File: config.mk
export PLATFORM = sky130hd
export DESIGN_NAME = oven_time_entry
export DESIGN_NICKNAME = d
export VERILOG_FILES = /design/src/rtl/oven_time_entry.sv
export SDC_FILE = /design/constraint.sdc
export NUM_CORES = 1
export LEC_CHECK = 0
export CORE_UTILIZATION = 24
export DETAILED_ROUTE_END_ITERATION = 6
export PLACE_DENSITY_LB_ADDON = 0.3
export SETUP_SLACK_MARGIN = 0.3
export SLEW_MARGIN = 5
export SYNTH_ARGS = -nofsm -noshare
export SYNTH_HDL_FRONTEND = slang
export SYNTH_SLANG_ARGS = --single-unit
File: constraint.sdc
create_clock -name clk -period 3.4 [get_ports clk]
set_clock_uncertainty 0.15 [all_clocks]
set_input_delay 0.68 -clock clk [delete_from_list [all_inputs] [get_ports clk]]
set_output_delay 0.68 -clock clk [all_outputs]
set_load 0.02 [all_outputs]
File: src/rtl/oven_time_entry.sv
// Oven front-panel time entry: debounces four buttons, builds a BCD MM:SS cook time
// and runs the load/stop handshake with the countdown. Define AUTO_REPEAT_EN for held-button auto-repeat.
module oven_time_entry #(
   parameter int DEBOUNCE_CYCLES = 250000,
   parameter int REPEAT_DELAY    = 25000000,
   parameter int REPEAT_PERIOD   = 5000000
) (
   input  logic       clk,
   input  logic       rst_n,
   input  logic       btn_min,
   input  logic       btn_sec,
   input  logic       btn_start,
   input  logic       btn_clear,
   input  logic       timer_done,
   output logic [2:0] set_m1,
   output logic [3:0] set_m0,
   output logic [2:0] set_s1,
   output logic [3:0] set_s0,
   output logic       load,
   output logic       stop,
   output logic       editing,
   output logic       running
);

   localparam int DW      = $clog2(DEBOUNCE_CYCLES + 1);
   localparam int B_MIN   = 0;
   localparam int B_SEC   = 1;
   localparam int B_START = 2;
   localparam int B_CLEAR = 3;

   if (DEBOUNCE_CYCLES < 1 || REPEAT_DELAY < 1 || REPEAT_PERIOD < 1) begin : g_param_check
      $error("oven_time_entry: counter parameters must be at least 1");
   end

   typedef enum logic [1:0] {IDLE, EDIT, LOAD, RUN} state_t;

   typedef struct packed {
      logic [2:0] m1;
      logic [3:0] m0;
      logic [2:0] s1;
      logic [3:0] s0;
   } bcd_time_t;

   state_t    state, state_next;
   bcd_time_t digits, digits_next;
   logic      load_next, stop_next;

   logic [3:0]    raw, sync1, sync2, db, db_d, press;
   logic [DW-1:0] db_cnt [4];
   logic [1:0]    rep_fire;
   logic          ev_min, ev_sec;
   logic          do_clear, do_start, do_min, do_sec;

   assign raw = {btn_clear, btn_start, btn_sec, btn_min};

   // NOTE: sequential state uses non-blocking assignments so every flop samples pre-edge values.
   // NOTE: the small debounce counter array is reset explicitly; it is state, not a storage memory.
   always_ff @(posedge clk or negedge rst_n) begin
      if (!rst_n) begin
         sync1 <= '0;
         sync2 <= '0;
         db    <= '0;
         db_d  <= '0;
         for (int i = 0; i < 4; i++) db_cnt[i] <= '0;
      end else begin
         sync1 <= raw;
         sync2 <= sync1;
         db_d  <= db;
         for (int i = 0; i < 4; i++) begin
            if (sync2[i] == db[i]) begin
               db_cnt[i] <= '0;
            end else if (db_cnt[i] == DW'(DEBOUNCE_CYCLES - 1)) begin
               db[i]     <= sync2[i];
               db_cnt[i] <= '0;
            end else begin
               db_cnt[i] <= db_cnt[i] + DW'(1);
            end
         end
      end
   end

   assign press = db & ~db_d;

`ifdef AUTO_REPEAT_EN
   localparam int REP_MAX = (REPEAT_DELAY > REPEAT_PERIOD) ? REPEAT_DELAY : REPEAT_PERIOD;
   localparam int RW      = $clog2(REP_MAX + 1);

   logic [RW-1:0] rep_cnt [2];
   logic [1:0]    rep_phase;
   logic          rep_allowed;

   assign rep_allowed = (state == IDLE) || (state == EDIT);

   // A zero count means "not armed"; the first fire waits REPEAT_DELAY, later ones REPEAT_PERIOD.
   always_comb begin
      rep_fire = '0;
      for (int i = 0; i < 2; i++) begin
         rep_fire[i] = db[i] && rep_allowed && (rep_cnt[i] != '0) &&
                       (rep_cnt[i] == (rep_phase[i] ? RW'(REPEAT_PERIOD) : RW'(REPEAT_DELAY)));
      end
   end

   always_ff @(posedge clk or negedge rst_n) begin
      if (!rst_n) begin
         rep_phase <= '0;
         for (int i = 0; i < 2; i++) rep_cnt[i] <= '0;
      end else begin
         for (int i = 0; i < 2; i++) begin
            if (!db[i] || press[B_CLEAR] || !rep_allowed) begin
               rep_cnt[i]   <= '0;
               rep_phase[i] <= 1'b0;
            end else if (press[i]) begin
               rep_cnt[i]   <= RW'(1);
               rep_phase[i] <= 1'b0;
            end else if (rep_fire[i]) begin
               rep_cnt[i]   <= RW'(1);
               rep_phase[i] <= 1'b1;
            end else if (rep_cnt[i] != '0) begin
               rep_cnt[i] <= rep_cnt[i] + RW'(1);
            end
         end
      end
   end
`else
   assign rep_fire = 2'b00;
`endif

   assign ev_min = press[B_MIN] | rep_fire[B_MIN];
   assign ev_sec = press[B_SEC] | rep_fire[B_SEC];

   // Only the highest-priority event acts: clear > start > min > sec.
   assign do_clear = press[B_CLEAR];
   assign do_start = press[B_START] & ~press[B_CLEAR];
   assign do_min   = ev_min & ~press[B_CLEAR] & ~press[B_START];
   assign do_sec   = ev_sec & ~press[B_CLEAR] & ~press[B_START] & ~ev_min;

   function automatic bcd_time_t add_min(input bcd_time_t t);
      bcd_time_t r;
      r = t;
      if (t.m1 == 3'd5 && t.m0 == 4'd9) return t;
      if (t.m0 == 4'd9) begin
         r.m0 = '0;
         r.m1 = t.m1 + 3'd1;
      end else begin
         r.m0 = t.m0 + 4'd1;
      end
      return r;
   endfunction

   function automatic bcd_time_t add_sec(input bcd_time_t t);
      bcd_time_t r;
      r = t;
      if (t.s0 != 4'd9) begin
         r.s0 = t.s0 + 4'd1;
      end else if (t.s1 != 3'd5) begin
         r.s0 = '0;
         r.s1 = t.s1 + 3'd1;
      end else if (!(t.m1 == 3'd5 && t.m0 == 4'd9)) begin
         r    = add_min(t);
         r.s1 = '0;
         r.s0 = '0;
      end
      return r;
   endfunction

   // NOTE: every always_comb output gets a default first, so no path can infer a latch.
   always_comb begin
      state_next  = state;
      digits_next = digits;
      load_next   = 1'b0;
      stop_next   = 1'b0;
      unique case (state)
         IDLE: begin
            if (do_min || do_sec) begin
               digits_next = do_min ? add_min(digits) : add_sec(digits);
               state_next  = EDIT;
            end
         end
         EDIT: begin
            if (do_clear) begin
               digits_next = '0;
               state_next  = IDLE;
            end else if (do_start) begin
               load_next  = 1'b1;
               state_next = LOAD;
            end else if (do_min) begin
               digits_next = add_min(digits);
            end else if (do_sec) begin
               digits_next = add_sec(digits);
            end
         end
         LOAD: begin
            state_next = RUN;
         end
         RUN: begin
            if (timer_done) begin
               digits_next = '0;
               state_next  = IDLE;
            end else if (do_clear) begin
               digits_next = '0;
               stop_next   = 1'b1;
               state_next  = IDLE;
            end
         end
      endcase
   end

   always_ff @(posedge clk or negedge rst_n) begin
      if (!rst_n) begin
         state   <= IDLE;
         digits  <= '0;
         load    <= 1'b0;
         stop    <= 1'b0;
         editing <= 1'b0;
         running <= 1'b0;
      end else begin
         state   <= state_next;
         digits  <= digits_next;
         load    <= load_next;
         stop    <= stop_next;
         editing <= (state_next == EDIT);
         running <= (state_next == RUN);
      end
   end

   assign set_m1 = digits.m1;
   assign set_m0 = digits.m0;
   assign set_s1 = digits.s1;
   assign set_s0 = digits.s0;

endmodule

==> run metrics, run 1 <==
fraction of registers with async set/reset 1.00; initial antenna violation count 0; htree depth 3; worst-path cell chain clkdlybuf4s50_1; unrepaired setup endpoints after global routing no; Clock Latency Late Sink 0.35 ns; final setup TNS 0 ns; cts-stage hold buffer count 0; die area 0.0221 mm2; vias in the first global route 3673; CP Capture Type output pin; Root Buffer clkbuf_16; largest net degree at the start of global routing 69; actual slew at the worst max-slew pin 0.882 ns; VDD IR-drop max 0.285 mV; PostCTS Resize Cnt 0; Slowest-stage cell, CP clkdlybuf4s50_1; Lkg Pwr 2.43 nW; Starting Density 0.245; share of cells above drive strength 1 0.0616; first-pass GRT wire length 17500 um; RePlAce Congestion 0.822; CTS max path bufs 2; DR pass1 iterations 4; GRT Util Overall 0.0981; synthesized area 0.00516 mm2; Req. time, crit path 2.57 ns; grt ovf 0; final worst path period need 2.30 ns; Layout Nets 546; row count 53; class of the tightest hold or removal check flip-flop to flip-flop; status completed; Fmax achieved 435 MHz; Ys Warns 0; # fillers 2130; Final HPWL DP 6890 um; Critical Path AT 1.47 ns; # setup viols final 0; ANT nets after route 0; Synth Register Bits 108; crit-path max FO 8; Num CTS Buffers 9; vias 3647; drt drc 0; Worst Path Buf+Inv 1; Hold WS 0.200 ns; Via-to-Cell Ratio 4.50; Placeable Area 0.0210 mm2; commonest cells after routing, fill and taps aside 108 x dfrtp_1, 96 x nor2_1, 37 x nand3_1, 35 x xnor2_1, 33 x xor2_1; library cells used by synthesis 60; Min-Delay Path Depth 0; area grow syn2layout 16.8%; WS Path Type flip-flop to output pin; post-synthesis sequential area ratio 0.524; DR WL/cell 12.1 um; CP Launch Type flip-flop; number of synthesized flops with an enable pin 0; Port Buffers 24; cell depth of the worst setup path 1; final hold viol count 0; routed wire length 9850 um; Antenna diodes 0; Pwr Density 417 mW/mm2; most common cell after layout, fill and taps aside dfrtp_1; Clock Pin Slew Worst Setup and Hold Paths 0.07 ns; Synth Net Count 518; Syn Area/Cell 10.3 um2; Sink Count 108; primary flip-flop cell chosen by synthesis mapping dfrtp_1; initial drt markers 232; die span in x 149 um; CP top delay family buffers and inverters; Die H 149 um; period utilisation layout 0.675; cell count after synthesis 503; fin. max-slew vios 0; setup bufs post-CTS 0; worst r2r path cells 5; num ports 25; CTS tree done; max-cap viol count 0; CP peak stage delay 0.65 ns; Slew HR 0.412
[synthesized netlist by cell type (3+ instances only)]
master	n	share of area
dfrtp_1	108	0.52
nor2_1	96	0.070
nand3_1	37	0.036
xnor2_1	35	0.059
xor2_1	33	0.056
nand2_1	28	0.020
nor4_1	15	0.018
nor3_1	12	0.012
inv_1	11	0.0080
nand4_1	11	0.013
ha_1	8	0.019
nor2b_1	8	0.0097
nand2b_1	7	0.0085
o21ai_0	7	0.0068
and2_1	5	0.0061
mux2_2	5	0.011
o21ai_1	5	0.0049
a22o_1	4	0.0068
and4_1	4	0.0068
buf_4	4	0.0058
a21oi_1	3	0.0029
nand3b_1	3	0.0044
nor4b_1	3	0.0051
o21a_1	3	0.0044
o22ai_1	3	0.0036
[registers in the layout, summed over array words and instances (netlist names), 2 cells and up]
name and flops:
set_m0 4, set_m1 3, db_d 4, state 2
set_s0 4, set_s1 3, sync1 4, sync2 4
db 4, db_cnt 72
[final cells by class]
class | instances | area (um2) | area share
inverters | 11 | 41.3 | 0.00686
multi-input cells | 374 | 2340 | 0.389
clock inverters | 4 | 72.6 | 0.0120
flip-flops and latches | 108 | 2700 | 0.449
well taps | 275 | 344 | 0.0571
repair buffers | 27 | 273 | 0.0453
clock buffers | 12 | 246 | 0.0409
[where the power goes]
group / total [W] / leakage, nW / internal (W) / switching, W
Sequential: 0.00131 / 1.45 / 0.00130 / 0.0000136
Clock: 0.00113 / 0.153 / 0.000665 / 0.000462
Combinational: 0.0000705 / 0.820 / 0.0000224 / 0.0000482
[layer usage]
layer  GRT usage  vias up  part of all wire
met5           0        -                 0
met4      0.0258        0             0.011
met3      0.0298        9             0.039
met2       0.162       52              0.47
met1       0.124     1786              0.48
li1            -     1800                 -
[cells by family (layout without fill, tap and decap cells)]
| logic type | Yosys count | count (layout) | share of synthesized area |
|---|---|---|---|
| AOI/OAI and AO/OA | 47 | 47 | 0.0711 |
| xor gates and xnor gates | 68 | 68 | 0.115 |
| adders and majority gates | 8 | 8 | 0.0194 |
| buffers and inverters | 21 | 54 | 0.0218 |
| DFF | 108 | 108 | 0.524 |
| muxes | 7 | 7 | 0.0148 |
| and+or+nand+nor | 244 | 244 | 0.234 |
[metrics by stage]
stage | power [W] | instances | setup WS, ns | util | cell area, um2
floorplan | 0.00137 | 503 | 1.43 | - | 5160
global placement | 0.00141 | 795 | 0.847 | 0.271 | 5700
detailed placement | 0.00141 | 795 | 0.771 | 0.271 | 5700
CTS | 0.00255 | 811 | 1.08 | 0.287 | 6020
global route | 0.00262 | 811 | 0.902 | 0.287 | 6020
finish | 0.00251 | 811 | 1.10 | 0.287 | 6020
[worst reg2reg max path: stages (launching register included)]
cell     delay, ns
dfrtp_1       0.44
nor4_1        0.30
nand4_1       0.13
nor4_1        0.40
or2_1         0.55
nor2_1        0.12
[path summary, 6_finish.rpt]
| path | start | endpoint | slack [ns] |
|---|---|---|---|
| hold reg to reg | sync1[3]$_DFF_PN0_ | sync2[3]$_DFF_PN0_ | 0.20 |
| min in group asynchronous | rst_n | db_cnt[13]$_DFF_PN0_ | 0.28 |
| hold / removal | sync1[3]$_DFF_PN0_ | sync2[3]$_DFF_PN0_ | 0.20 |
| setup reg to reg | db_cnt[29]$_DFF_PN0_ | db_cnt[31]$_DFF_PN0_ | 1.17 |
| max in group asynchronous | rst_n | db_cnt[60]$_DFF_PN0_ | 2.09 |
| setup / recovery | set_s1[0]$_DFFE_PN0P_ | set_s1[0] | 1.10 |
No activity file was read; power rests on OpenSTA's default activity.
==> inputs of run 2 (changes only) <==
- clock period: 3.4 -> 2 ns (I/O delays scaled with it)
==> run 2 against run 1 <==
Net effect: worst setup slack worse by 1.1 ns; largest power group unchanged; worst hold slack better by 0.0023 ns; die area unchanged; power up 78%; sequential cell count unchanged; sequential power up 71%; final area up 26%; combinational power rose to 3.8 times the previous value; highest routed layer unchanged; first-iteration DRC count down 25%; final cell count up 8.5%; clock power up 74%.
==> run metrics, run 2 (synthesis results as in run 1) <==
most common cell after layout, fill and taps aside dfrtp_1; final hold viol count 0; Starting Density 0.245; WS Path Type flip-flop to flip-flop; grt ovf 0; CTS tree done; Final Core Density 0.362; Critical Path AT 2.07 ns; max-cap viol count 0; initial drt markers 174; RePlAce Congestion 0.784; Sink Count 108; CP Launch Type flip-flop; Antenna diodes 0; Clock Latency Late Sink 0.36 ns; Slowest-stage cell, CP a2111o_1; fin. max-slew vios 0; Placeable Area 0.0210 mm2; num ports 25; vias in the first global route 3930; area grow syn2layout 47.3%; ANT nets after route 0; Num CTS Buffers 9; Pwr Density 589 mW/mm2; actual slew at the worst max-slew pin 0.478 ns; initial antenna violation count 0; Slew HR 0.680; share of cells above drive strength 1 0.395; final setup TNS 0 ns; pre-CTS setup slack -0.249 ns; die area 0.0221 mm2; DR WL/cell 13.8 um; CP Capture Type flip-flop; CTS max path bufs 2; class of the tightest hold or removal check flip-flop to flip-flop; vias 4020; register-to-register setup slack 0.03 ns; crit-path max FO 8; # setup viols final 0; die span in x 149 um; largest net degree at the start of global routing 47; Root Buffer clkbuf_16; drt drc 0; status completed; Clock Pin Slew Worst Setup and Hold Paths 0.07 ns; Via-to-Cell Ratio 4.57; routed wire length 12100 um; htree depth 3; final worst path period need 1.97 ns; commonest cells after routing, fill and taps aside 96 x dfrtp_1, 49 x buf_4, 43 x nor2_1, 38 x nor2_4, 34 x xnor2_1; worst-path cell chain nand2b_4, a2111o_1, a22oi_4, o21ai_1, a22o_1; CP peak stage delay 0.54 ns; VDD IR-drop max 0.507 mV; Lkg Pwr 3.01 nW; Final Instance Area 0.00760 mm2; Layout Nets 615; unrepaired setup endpoints after global routing yes; period utilisation layout 0.984; # fillers 2032; Power, Total 0.00448 W; Biggest register db_cnt; max FFs per register 72; row count 53; GRT Util Overall 0.105; Final HPWL DP 7340 um; Die H 149 um; Req. time, crit path 2.10 ns; first-pass GRT wire length 18700 um; Fmax achieved 508 MHz; setup ws final 0.0319 ns; DR pass1 iterations 4; Post-DP Area 0.00606 mm2; Port Buffers 24
==> run 2: cell count changes in the layout (fill, tap and decap cells not counted), moves of 14 or more <==
| cell | before | now |
|---|---|---|
| buf_4 | 3 | 49 |
| clkdlybuf4s50_1 | 23 | 5 |
| nor2_1 | 96 | 43 |
| nor2_2 | 0 | 15 |
| nor2_4 | 0 | 38 |
| nor4_1 | 15 | 1 |
==> run 2: worst paths after layout <==
| check | from | end | cells past startpoint |
|---|---|---|---|
| worst min register to register | sync1[2]$_DFF_PN0_ | sync2[2]$_DFF_PN0_ | 0 |
| min in group asynchronous | rst_n | db[3]$_DFFE_PN0P_ | 2 |
| worst max-delay path | db_d[1]$_DFF_PN0_ | set_m0[3]$_DFFE_PN0P_ | 5 |
| max in group asynchronous | rst_n | db_cnt[38]$_DFF_PN0_ | 3 |
| worst max register to register | db_d[1]$_DFF_PN0_ | set_m0[3]$_DFFE_PN0P_ | 5 |
| worst min-delay path | sync1[2]$_DFF_PN0_ | sync2[2]$_DFF_PN0_ | 0 |
==> run 2: area by class of cell <==
cell class | instances | area (um2) | share of cell area
Clock buffer | 10 | 239 | 0.0314
Inverter | 11 | 41.3 | 0.00543
Sequential cell | 108 | 2720 | 0.358
Timing Repair Buffer | 92 | 923 | 0.121
Clock inverter | 6 | 93.8 | 0.0123
Tap cell | 275 | 344 | 0.0453
Multi-Input combinational cell | 378 | 3240 | 0.427
==> run 2: per-layer routing <==
layer,vias up,share of wire,track usage
li1,1931,-,-
met1,2024,0.44,0.134
met2,56,0.51,0.171
met3,9,0.034,0.0273
met4,0,0.0095,0.0371
met5,-,0,0
==> run 2: critical path: cells and delay by family, from the launching register on <==
| family | cells | cell delay (ns) |
|---|---|---|
| AO/OA/AOI/OAI | 4 | 1.21 |
| flip-flops | 1 | 0.36 |
| AND/OR/NAND/NOR | 1 | 0.14 |
==> run 2: power by group <==
part | switching (W) | internal [W]
registers | 0.0000273 | 0.00221
logic | 0.000147 | 0.000123
clock network | 0.000827 | 0.00114
==> run 2: stage by stage <==
step	cells	hold WS, ns
after global placement	823	0.167
after CTS	858	0.204
final	880	0.202
after detailed placement	823	0.169
after global routing	880	0.211
after floorplan	503	-0.0456
==> run 2: what timing repair did <==
item,4_1_cts,5_1_grt
hold buffers,1,0
gates resized for setup,63,160
buffers inserted,14,16
gates cloned,4,6
pin swaps,16,55
setup endpoints to repair,106,100
hold endpoints to repair,16,0
